===== src/rtl/fp_pow_pkg.sv =====
// Shared constants and FSM state encoding for the integer-power unit.
package fp_pow_pkg;

  localparam logic [31:0] FP_ONE  = 32'h3F80_0000;
  localparam logic [31:0] FP_E    = 32'h402D_F854;
  localparam logic [31:0] FP_QNAN = 32'h7FC0_0000;
  localparam logic [31:0] FP_PINF = 32'h7F80_0000;

  typedef enum logic [2:0] {
    IDLE  = 3'd0,
    CHECK = 3'd1,
    MUL   = 3'd2,
    SQ    = 3'd3,
    DONE  = 3'd4
  } state_t;

endpackage


===== src/rtl/fp_int_power_if.sv =====
// Start/valid/busy request bundle between the ALU issue logic and fp_int_power.
interface fp_int_power_if #(
  parameter int EXP_W = 16
);
  logic             start;
  logic             use_e;
  logic [31:0]      base;
  logic [EXP_W-1:0] exp;
  logic [31:0]      result;
  logic             valid;
  logic             busy;

  modport master (output start, use_e, base, exp, input result, valid, busy);
  modport slave  (input start, use_e, base, exp, output result, valid, busy);
endinterface


===== src/rtl/fp_pow_special.sv =====
// Combinational classifier for bases whose integer power is known without
// multiplying: NaN, signed zero, signed one and signed infinity.
// Only instantiated when FP_POW_SPECIAL_EN is defined.
module fp_pow_special
  import fp_pow_pkg::*;
(
  input  logic [31:0] base,
  input  logic        odd,
  output logic        is_special,
  output logic [31:0] forced
);

  logic [31:0] sign_s;

  // Map the base class to its forced power; the sign survives only for odd exponents.
  always_comb begin
    sign_s     = {base[31] & odd, 31'h0};
    is_special = 1'b1;
    forced     = FP_ONE;
    if ((base[30:23] == 8'hFF) && (base[22:0] != 23'h0)) begin
      forced = FP_QNAN;
    end else if (base[30:0] == 31'h0) begin
      forced = sign_s;
    end else if (base[30:0] == FP_ONE[30:0]) begin
      forced = FP_ONE | sign_s;
    end else if (base[30:0] == FP_PINF[30:0]) begin
      forced = FP_PINF | sign_s;
    end else begin
      is_special = 1'b0;
      forced     = FP_ONE;
    end
  end

endmodule


===== src/rtl/ieee_754_multiplier.sv =====
// Multi-cycle IEEE-754 single-precision multiplier, round to nearest even.
// Subnormal inputs are treated as zero and underflow flushes to signed zero.
// Operands are captured on start; valid pulses LAT edges later.
module ieee_754_multiplier #(
  parameter int LAT = 2
) (
  input  logic        clk,
  input  logic        rst,
  input  logic        start,
  input  logic [31:0] a,
  input  logic [31:0] b,
  output logic [31:0] result,
  output logic        valid,
  output logic        busy
);

  logic [31:0] a_r, b_r;
  logic [3:0]  cnt_r;

  function automatic logic [31:0] fmul(input logic [31:0] x, input logic [31:0] y);
    logic              sgn, x_nan, y_nan, x_inf, y_inf, x_zero, y_zero, g, s, inc;
    logic [47:0]       p;
    logic [22:0]       m;
    logic [23:0]       sum;
    logic signed [9:0] e;
    logic [31:0]       r;
    sgn    = x[31] ^ y[31];
    x_nan  = (x[30:23] == 8'hFF) && (x[22:0] != 23'h0);
    y_nan  = (y[30:23] == 8'hFF) && (y[22:0] != 23'h0);
    x_inf  = (x[30:0] == 31'h7F80_0000);
    y_inf  = (y[30:0] == 31'h7F80_0000);
    x_zero = (x[30:23] == 8'h00);
    y_zero = (y[30:23] == 8'h00);
    p = {24'h0, 1'b1, x[22:0]} * {24'h0, 1'b1, y[22:0]};
    e = $signed({2'b00, x[30:23]}) + $signed({2'b00, y[30:23]}) - 10'sd127;
    if (p[47]) begin
      m = p[46:24]; g = p[23]; s = |p[22:0]; e = e + 10'sd1;
    end else begin
      m = p[45:23]; g = p[22]; s = |p[21:0];
    end
    inc = g & (s | m[0]);
    sum = {1'b0, m} + {23'h0, inc};
    if (sum[23]) begin
      e = e + 10'sd1;
    end
    if (x_nan || y_nan || (x_inf && y_zero) || (y_inf && x_zero)) begin
      r = 32'h7FC0_0000;
    end else if (x_inf || y_inf || (e > 10'sd254)) begin
      r = {sgn, 31'h7F80_0000};
    end else if (x_zero || y_zero || (e < 10'sd1)) begin
      r = {sgn, 31'h0};
    end else begin
      r = {sgn, e[7:0], sum[22:0]};
    end
    return r;
  endfunction

  // Capture operands on start, count down the latency, then publish the product.
  always_ff @(posedge clk or posedge rst) begin
    if (rst) begin
      a_r    <= 32'h0;
      b_r    <= 32'h0;
      cnt_r  <= 4'd0;
      result <= 32'h0;
      valid  <= 1'b0;
      busy   <= 1'b0;
    end else begin
      valid <= 1'b0;
      if (start && !busy) begin
        a_r   <= a;
        b_r   <= b;
        cnt_r <= 4'(LAT - 1);
        busy  <= 1'b1;
      end else if (busy) begin
        if (cnt_r == 4'd0) begin
          result <= fmul(a_r, b_r);
          valid  <= 1'b1;
          busy   <= 1'b0;
        end else begin
          cnt_r <= cnt_r - 4'd1;
        end
      end
    end
  end

endmodule


===== src/rtl/fp_int_power.sv =====
// Single-precision base^exp for an unsigned integer exponent using
// right-to-left square-and-multiply on one shared multiplier.
// Optional feature macro: FP_POW_SPECIAL_EN (short-circuit NaN/0/1/inf bases).
module fp_int_power
  import fp_pow_pkg::*;
#(
  parameter int EXP_W = 16
) (
  input  logic           clk,
  input  logic           rst,
  fp_int_power_if.slave  bus
);

  state_t           state_r;
  logic [31:0]      acc_r, sq_r, result_r, dec_forced_r;
  logic [EXP_W-1:0] e_rem_r;
  logic             ph_r, valid_r, busy_r, mult_start_r, dec_zero_r, dec_spec_r;
  logic             spec_s;
  logic [31:0]      forced_s, mult_a_s, mult_res_s;
  logic             mult_valid_s, mult_busy_s;

`ifdef FP_POW_SPECIAL_EN
  logic [31:0] base_r;
  logic        odd_r;

  fp_pow_special u_special (
    .base       (base_r),
    .odd        (odd_r),
    .is_special (spec_s),
    .forced     (forced_s)
  );
`else
  assign spec_s   = 1'b0;
  assign forced_s = FP_ONE;
`endif

  // MUL multiplies the accumulator by the running square; SQ squares it.
  always_comb begin
    if (state_r == MUL) begin
      mult_a_s = acc_r;
    end else begin
      mult_a_s = sq_r;
    end
  end

  ieee_754_multiplier u_mult (
    .clk    (clk),
    .rst    (rst),
    .start  (mult_start_r),
    .a      (mult_a_s),
    .b      (sq_r),
    .result (mult_res_s),
    .valid  (mult_valid_s),
    .busy   (mult_busy_s)
  );

  assign bus.result = result_r;
  assign bus.valid  = valid_r;
  assign bus.busy   = busy_r;

  // Control FSM: CHECK registers its decision in phase 0 and acts in phase 1;
  // MUL/SQ issue a one-cycle multiplier start in phase 0 and wait in phase 1.
  always_ff @(posedge clk or posedge rst) begin
    if (rst) begin
      state_r      <= IDLE;
      acc_r        <= 32'h0;
      sq_r         <= 32'h0;
      e_rem_r      <= {EXP_W{1'b0}};
      result_r     <= 32'h0;
      valid_r      <= 1'b0;
      busy_r       <= 1'b0;
      ph_r         <= 1'b0;
      mult_start_r <= 1'b0;
      dec_zero_r   <= 1'b0;
      dec_spec_r   <= 1'b0;
      dec_forced_r <= 32'h0;
`ifdef FP_POW_SPECIAL_EN
      base_r       <= 32'h0;
      odd_r        <= 1'b0;
`endif
    end else begin
      case (state_r)
        IDLE: begin
          valid_r <= 1'b0;
          // A start coinciding with the valid pulse is dropped.
          if (bus.start && !valid_r) begin
            acc_r   <= FP_ONE;
            sq_r    <= bus.use_e ? FP_E : bus.base;
            e_rem_r <= bus.exp;
            busy_r  <= 1'b1;
            ph_r    <= 1'b0;
            state_r <= CHECK;
`ifdef FP_POW_SPECIAL_EN
            base_r  <= bus.use_e ? FP_E : bus.base;
            odd_r   <= bus.exp[0];
`endif
          end
        end
        CHECK: begin
          if (!ph_r) begin
            dec_zero_r   <= (e_rem_r == {EXP_W{1'b0}});
            dec_spec_r   <= spec_s;
            dec_forced_r <= forced_s;
            ph_r         <= 1'b1;
          end else begin
            ph_r <= 1'b0;
            if (dec_zero_r) begin
              state_r <= DONE;
            end else if (dec_spec_r) begin
              acc_r   <= dec_forced_r;
              state_r <= DONE;
            end else if (e_rem_r[0]) begin
              state_r <= MUL;
            end else begin
              state_r <= SQ;
            end
          end
        end
        MUL: begin
          if (!ph_r) begin
            if (!mult_busy_s) begin
              mult_start_r <= 1'b1;
              ph_r         <= 1'b1;
            end
          end else begin
            mult_start_r <= 1'b0;
            if (mult_valid_s) begin
              acc_r <= mult_res_s;
              ph_r  <= 1'b0;
              // No squaring is needed once the top exponent bit is consumed.
              if ((e_rem_r >> 1'b1) == {EXP_W{1'b0}}) begin
                state_r <= DONE;
              end else begin
                state_r <= SQ;
              end
            end
          end
        end
        SQ: begin
          if (!ph_r) begin
            if (!mult_busy_s) begin
              mult_start_r <= 1'b1;
              ph_r         <= 1'b1;
            end
          end else begin
            mult_start_r <= 1'b0;
            if (mult_valid_s) begin
              sq_r    <= mult_res_s;
              e_rem_r <= e_rem_r >> 1'b1;
              ph_r    <= 1'b0;
              state_r <= CHECK;
            end
          end
        end
        DONE: begin
          result_r <= acc_r;
          valid_r  <= 1'b1;
          busy_r   <= 1'b0;
          state_r  <= IDLE;
        end
        default: begin
          state_r <= IDLE;
        end
      endcase
    end
  end

endmodule


===== src/flat_wrapper.sv =====
// flat-port wrapper written by rule: the top's interface ports become plain ports
module fp_int_power_flat import fp_pow_pkg::*;
#(
  parameter int EXP_W = 16
)
  (clk, rst, bus_start, bus_use_e, bus_base, bus_exp, bus_result, bus_valid, bus_busy);
  fp_int_power_if #(.EXP_W(EXP_W)) bus_i ();
  input  logic clk;
  input  logic rst;
  input wire logic [$bits(bus_i.start)-1:0] bus_start;
  input wire logic [$bits(bus_i.use_e)-1:0] bus_use_e;
  input wire logic [$bits(bus_i.base)-1:0] bus_base;
  input wire logic [$bits(bus_i.exp)-1:0] bus_exp;
  output wire logic [$bits(bus_i.result)-1:0] bus_result;
  output wire logic [$bits(bus_i.valid)-1:0] bus_valid;
  output wire logic [$bits(bus_i.busy)-1:0] bus_busy;
  assign bus_i.start = bus_start;
  assign bus_i.use_e = bus_use_e;
  assign bus_i.base = bus_base;
  assign bus_i.exp = bus_exp;
  assign bus_result = bus_i.result;
  assign bus_valid = bus_i.valid;
  assign bus_busy = bus_i.busy;
  fp_int_power #(.EXP_W(EXP_W)) u_core (.clk(clk), .rst(rst), .bus(bus_i));
endmodule

===== config.mk =====
export PLATFORM = sky130hd
export DESIGN_NAME = fp_int_power_flat
export DESIGN_NICKNAME = d
export VERILOG_FILES = /design/src/rtl/fp_pow_pkg.sv /design/src/rtl/fp_int_power_if.sv /design/src/rtl/fp_pow_special.sv /design/src/rtl/ieee_754_multiplier.sv /design/src/rtl/fp_int_power.sv /design/src/flat_wrapper.sv
export SDC_FILE = /design/constraint.sdc
export NUM_CORES = 2
export LEC_CHECK = 0
export BUFFER_PORTS_ARGS = -buffer_cell sky130_fd_sc_hd__buf_2
export CAP_MARGIN = 5
export CORE_ASPECT_RATIO = 0.5
export CORE_MARGIN = 5
export CORE_UTILIZATION = 45
export DETAILED_ROUTE_END_ITERATION = 8
export SETUP_SLACK_MARGIN = 0.3
export SYNTH_ARGS = -nofsm -noshare
export SYNTH_HDL_FRONTEND = slang
export SYNTH_SLANG_ARGS = --single-unit

===== constraint.sdc =====
create_clock -name clk -period 11.2 [get_ports clk]
set_clock_uncertainty 0.2 [all_clocks]
set_input_delay 0.56 -clock clk [delete_from_list [all_inputs] [get_ports clk]]
set_output_delay 0.56 -clock clk [all_outputs]
set_load 0.05 [all_outputs]

Word level (Yosys, flattened, before mapping)
Index checks and enable logic that the tools add are counted.
{ "totals": {"inputBits": 52, "regBits": 222, "elab_cells": 153} }
{ "op_classes": {"bitwise": 6, "eq_ne": 17, "n_addsub": 6, "muxes": 65, "mul": 1, "n_reduce_logical": 40, "n_lt_le_gt_ge": 2} }
{ "op_table": {"columns": ["cell", "n"], "rows": [
  ["two-way mux 32 bit", 7],
  ["one-hot mux 32 bit (2 select lines)", 2],
  ["two-way mux 23 bit", 4],
  ["two-way mux 10 bit", 8],
  ["== test 31 bit (second input constant)", 2],
  ["two-way mux 31 bit", 2],
  ["multiplier 24 x 24 -> 48 bit", 1],
  ["two-way mux 16 bit", 3],
  ["nonzero test 23 bit", 2],
  ["zero test 16 bit", 2],
  ["one-hot mux 16 bit (2 select lines)", 1],
  ["adder 23 x 1 -> 24 bit", 1],
  ["two-way mux 3 bit", 8],
  ["two-way mux 1 bit", 23],
  ["OR reduction 23 bit", 1],
  ["OR reduction 22 bit", 1],
  ["adder 10 x 2 -> 10 bit (second input constant)", 2],
  ["== test 8 bit (second input constant)", 2],
  ["zero test 8 bit", 2],
  ["two-way mux 4 bit", 3],
  ["one-hot mux 3 bit (4 select lines)", 1],
  ["greater-than comparator 10 x 9 -> 1 bit (second input constant)", 1],
  ["less-than comparator 10 x 2 -> 1 bit (second input constant)", 1],
  ["!= test 2 x 1 -> 1 bit (second input constant)", 5],
  ["26 further kinds", 52]
]} }

Logic depth before layout (Yosys ltp)
{ "logic_depth": {"depth_word": 18, "mapped_depth": 39, "ltp_nobuf": 33} }

By module
A second synthesis with hierarchy kept.
{ "hier_totals": {"hier_cells": 3563, "hier_area_um2": 31467.7} }
{ "modules_own_cells": {"columns": ["module", "cells_per_inst", "area_per_inst_um2", "instances", "seq_area_each_um2"], "rows": [
  ["ieee_754_multiplier", 3062, 25992.4, 1, 2552.4],
  ["fp_int_power", 501, 5475.3, 1, 3002.9]
]} }

Least setup slack after synthesis
OpenSTA, ideal clock, no wires.
{ "synth_path": {"path_kind": "reg-to-reg", "from": "register u_core.u_mult.b_r[3]", "to": "register u_core.u_mult.result[22]", "path_slack_ps": 1488, "arrival_time_ps": 9390, "synth_period_minus_slack_ps": 9712, "path_stages_with_launch": 39, "cell_sequence": "dfrtp_1 clkbuf_1 clkbuf_1 nand2_1 fa_1 inv_1 fa_1 inv_1 fa_1 inv_1 fa_1 inv_1 fa_1 inv_1 fa_1 inv_1 fa_1 inv_1 (+3 left out) a31oi_1 o22a_1 a211oi_1 o31ai_2 nand2_1 clkbuf_1 buf_1 clkbuf_1 nand2_1 a21oi_1 ha_1 nand3_1 a2111oi_0 nand3_1 nor4_1 mux2i_1 a21oi_1 o2bb2ai_1"} }
{ "synth_via": {"elab_chain_len": 18} }
{ "synth_rtl": {"columns": ["item", "line", "source"], "rows": [
  ["start: declaration", "ieee_754_multiplier.sv:17", "logic [31:0] a_r, b_r;"],
  ["start signal: assignment", "ieee_754_multiplier.sv:62", "b_r <= 32'h0;"],
  ["start signal: assignment", "ieee_754_multiplier.sv:71", "b_r <= b;"],
  ["multiplier 24 x 24 -> 48 bit", "ieee_754_multiplier.sv:34", "p = {24'h0, 1'b1, x[22:0]} * {24'h0, 1'b1, y[22:0]};"],
  ["OR reduction 23 bit / OR reduction 22 bit (equally long branches)", "ieee_754_multiplier.sv:37, ieee_754_multiplier.sv:39", null],
  ["two-way mux 1 bit", "ieee_754_multiplier.sv:36", "if (p[47]) begin"],
  ["two-way mux 1 bit", "ieee_754_multiplier.sv:75", "if (cnt_r == 4'd0) begin"],
  ["two-way mux 1 bit", "ieee_754_multiplier.sv:74", "end else if (busy) begin"],
  ["two-way mux 1 bit", "ieee_754_multiplier.sv:69", "if (start && !busy) begin"],
  ["bitwise OR 1 bit", "ieee_754_multiplier.sv:41", "inc = g & (s | m[0]);"],
  ["bitwise AND 1 bit", "ieee_754_multiplier.sv:41", null],
  ["(+2 left out)", null, null],
  ["two-way mux 10 bit", "ieee_754_multiplier.sv:75", null],
  ["two-way mux 10 bit", "ieee_754_multiplier.sv:74", null],
  ["two-way mux 10 bit", "ieee_754_multiplier.sv:69", null],
  ["less-than comparator 10 x 2 -> 1 bit", "ieee_754_multiplier.sv:50", "end else if (x_zero || y_zero || (e < 10'sd1)) begin"],
  ["logical OR 1 bit", "ieee_754_multiplier.sv:50", null],
  ["two-way mux 31 bit", "ieee_754_multiplier.sv:50", null],
  ["two-way mux 31 bit", "ieee_754_multiplier.sv:48", "end else if (x_inf || y_inf || (e > 10'sd254)) begin"],
  ["two-way mux 32 bit *", "ieee_754_multiplier.sv:46", "if (x_nan || y_nan || (x_inf && y_zero) || (y_inf && x_zero)) begin"],
  ["end signal: assignment", "ieee_754_multiplier.sv:76", "result <= fmul(a_r, b_r);"],
  ["end: declaration", "ieee_754_multiplier.sv:12", "output logic [31:0] result,"]
]} }
Every way passes the cells marked *; elsewhere a longest branch is shown, timed or not. The select of a mux whose other input is x is not followed.
A chain may end at the register's enable or synchronous reset.

Worst setup path after layout
{ "layout_path": {"from": "register u_core.u_mult.b_r[21]", "to": "register u_core.u_mult.result[0]"} }
The elaborated chain is that of the path after synthesis.

==> impl_metrics.json <==
{
  "path_max_fanout": 22,
  "gp_congestion": 0.9636,
  "h-tree-depth": 1,
  "synthCells": 3516,
  "reg2regPathDepth": 29,
  "start_util": 0.4538,
  "setup_viol": 0,
  "cts_tree": "yes",
  "yosys.area.top_type": "fa_1",
  "syn_avg_cell_area_um2": 8.895,
  "cp.arrival_ns": 10.61,
  "stdcell_area_um2": 33420,
  "num_vias": 24560,
  "yosysWarnings": 0,
  "r2r-start": "u_core.u_mult.b_r[21]$_DFFE_PP0P_",
  "synthFlopType": "dfrtp_1",
  "drc": 0,
  "timing.final.hold_violations": 0,
  "synth_nets": 4243,
  "slew_viol_final": 0,
  "place_ws_ns": 0.9631,
  "fin_tns_setup_ns": 0,
  "place_hpwl_um": 76740,
  "insertedDiodeCount": 0,
  "status": "completed",
  "dr.pass1.iters": 5,
  "area_growth_syn_to_layout_pct": 6.853,
  "routedWlPerCell_um": 21.56,
  "synth_enable_flop_cells": 0,
  "post_cts_buffers": 0,
  "ys_seq_area_frac": 0.1776,
  "worstSetupPathType": "reg2reg",
  "route.detailed.vias_per_inst": 5.546,
  "clk_pin_slew_ns": 0.06,
  "rows": 68,
  "r2r-end": "u_core.u_mult.result[0]$_DFFE_PP0P_",
  "clock_latency_ns": 0.55,
  "die-area_um2": 75190,
  "postRouteAntennaNets": 0,
  "period_minus_slack_ns": 10.36,
  "ios": 86,
  "slew_headroom": 0.2486,
  "grt_max_degree": 110,
  "rsz0062_at_grt": "false",
  "die_h_um": 196.4,
  "synthMostInstantiatedCell": "inv_1",
  "crit_end": "u_core.u_mult.result[0]$_DFFE_PP0P_",
  "hold_class": "in2reg",
  "grt_usage": 0.2555,
  "cts_buffer_depth": 3,
  "critical_path.most_common_cell": "fa_1",
  "worst_slew_pin_slew_ns": 1.123,
  "cpPeakStageDelay_ns": 0.97,
  "drive_gt1_frac": 0.09210,
  "synth-seq-cells": 222,
  "routed_wl_um": 95460,
  "clock_sink_count": 222,
  "placedInstanceArea_um2": 32580,
  "synth.distinct_cells": 89,
  "critPathRequiredTime_ns": 11.44,
  "cts-root-buf": "clkbuf_16",
  "yosysTopAreaCellShare": 0.3092,
  "worstSetupEndpointType": "register",
  "max_cap_violations": 0,
  "drt-initial-drc-count": 1883,
  "numCtsBuffers": 23,
  "grt_first_pass_wirelength_um": 150500,
  "startpoint_type": "register",
  "portBuffers": 85,
  "setup_ws_ns": 0.8379,
  "nets": 4228,
  "synth.top_cells.by_count": "inv_1, nand2_1, fa_1",
  "antenna_found_initial": 1,
  "ys_async_sr_fraction": 1.000,
  "cp-startpoint": "u_core.u_mult.b_r[21]$_DFFE_PP0P_",
  "fmax_ghz": 0.09651,
  "regToRegSetupSlack_ns": 0.84,
  "synthTopCellsByArea": "fa_1, dfrtp_1, ha_1",
  "grt_overflow": 0,
  "grt_pass1_vias": 25370,
  "syn-cell-area_um2": 31270,
  "finalCritPeriodShare": 0.9252,
  "die_x_um": 382.8,
  "critical_path.slowest_cell": "dfrtp_1",
  "core_area_um2": 68920
}
[worst min-delay path by stage]
stage                                         end                              start  depth (start not counted)  slack (ns)
3_5_place_dp    u_core.bus.result[26]$_DFFE_PP0P_  u_core.bus.result[26]$_DFFE_PP0P_                          1        0.29
2_1_floorplan  u_core.u_mult.cnt_r[2]$_DFFE_PP0P_    u_core.mult_start_r$_DFFE_PP0P_                          1        0.25
3_3_place_gp          u_core.sq_r[20]$_DFFE_PP0P_        u_core.sq_r[20]$_DFFE_PP0P_                          2        0.28
5_1_grt            u_core.e_rem_r[15]$_DFFE_PP0P_                        bus_exp[15]                          3        0.07
6_report           u_core.e_rem_r[15]$_DFFE_PP0P_                        bus_exp[15]                          3        0.07
4_1_cts            u_core.e_rem_r[15]$_DFFE_PP0P_                        bus_exp[15]                          3        0.05
[layer usage]
metal / track usage / wire, um / vias up
li1: - / - / 11040
met3: 0.04659 / 7322 / 129
met2: 0.4020 / 42970 / 801
met4: 0.05764 / 2489 / 0
met1: 0.3711 / 42680 / 12590
met5: 0 / 0 / -
[per-stage QoR]
step                      std cells  hold slack (ns)    util
after global placement         4385           0.2821  0.4727
after CTS                      4428          0.04971  0.4846
after detailed placement       4385           0.2911  0.4727
after floorplan                3516           0.2457       -
final                          4428          0.06837  0.4849
after global routing           4428          0.06560  0.4849
[cells by family (layout without fill, tap and decap cells)]
family / Yosys count / in the layout / share of synthesized area
buffers and inverters: 789 / 791 / 0.09602
multiplexers: 128 / 128 / 0.04365
adder cells (fa/ha/maj): 676 / 676 / 0.3863
flip-flops: 222 / 222 / 0.1776
AND/OR/NAND/NOR: 1149 / 1149 / 0.1778
AO/OA/AOI/OAI: 468 / 468 / 0.09486
XOR/XNOR: 84 / 84 / 0.02376
[registers in the layout, summed over array words and instances, names as in the netlist]
| name | count |
|---|---|
| u_core.acc_r | 32 |
| u_core.bus.busy | 1 |
| u_core.bus.result | 32 |
| u_core.bus.valid | 1 |
| u_core.dec_zero_r | 1 |
| u_core.e_rem_r | 16 |
| u_core.mult_start_r | 1 |
| u_core.ph_r | 1 |
| u_core.sq_r | 32 |
| u_core.state_r | 3 |
| u_core.u_mult.a_r | 32 |
| u_core.u_mult.b_r | 32 |
| u_core.u_mult.busy | 1 |
| u_core.u_mult.cnt_r | 4 |
| u_core.u_mult.result | 32 |
| u_core.u_mult.valid | 1 |
[critical path, delay by kind of cell (launching register included)]
kind / cells / cell delay (ns)
fa+ha+maj: 9 / 4.20
buf+inv: 4 / 0.60
xor+xnor: 2 / 0.68
flops: 1 / 0.97
simple gates: 9 / 2.25
compound gates: 5 / 1.31
[final cells by class]
class / instances / area [um^2]
Fill cell: 6660 / 35500
Multi-Input combinational cell: 2505 / 22750
Sequential cell: 222 / 5574
Inverter: 607 / 2286
Tap cell: 910 / 1139
Timing Repair Buffer: 142 / 855.8
Clock buffer: 35 / 700.7
Clock inverter: 7 / 110.1
[cells in the final DEF, fill, tap and decap left out, drive strengths merged, types with 67 or more instances in the layout]
| master | count |
|---|---|
| buf | 141 |
| o21ai | 206 |
| dfrtp | 222 |
| ha | 192 |
| fa | 483 |
| inv | 606 |
| and2 | 251 |
| a21oi | 112 |
| nor2 | 155 |
| nand2 | 508 |
| mux2 | 67 |
[timing repair]
action,CTS,global route
endpoints found under the hold margin,5,0
hold buffers,1,0
endpoints found under the setup margin,0,19
resized for setup,0,15
Power is left out: the tool's default activity adds up to more than one toggle a clock period on the data nets, which glitch-free logic cannot reach.
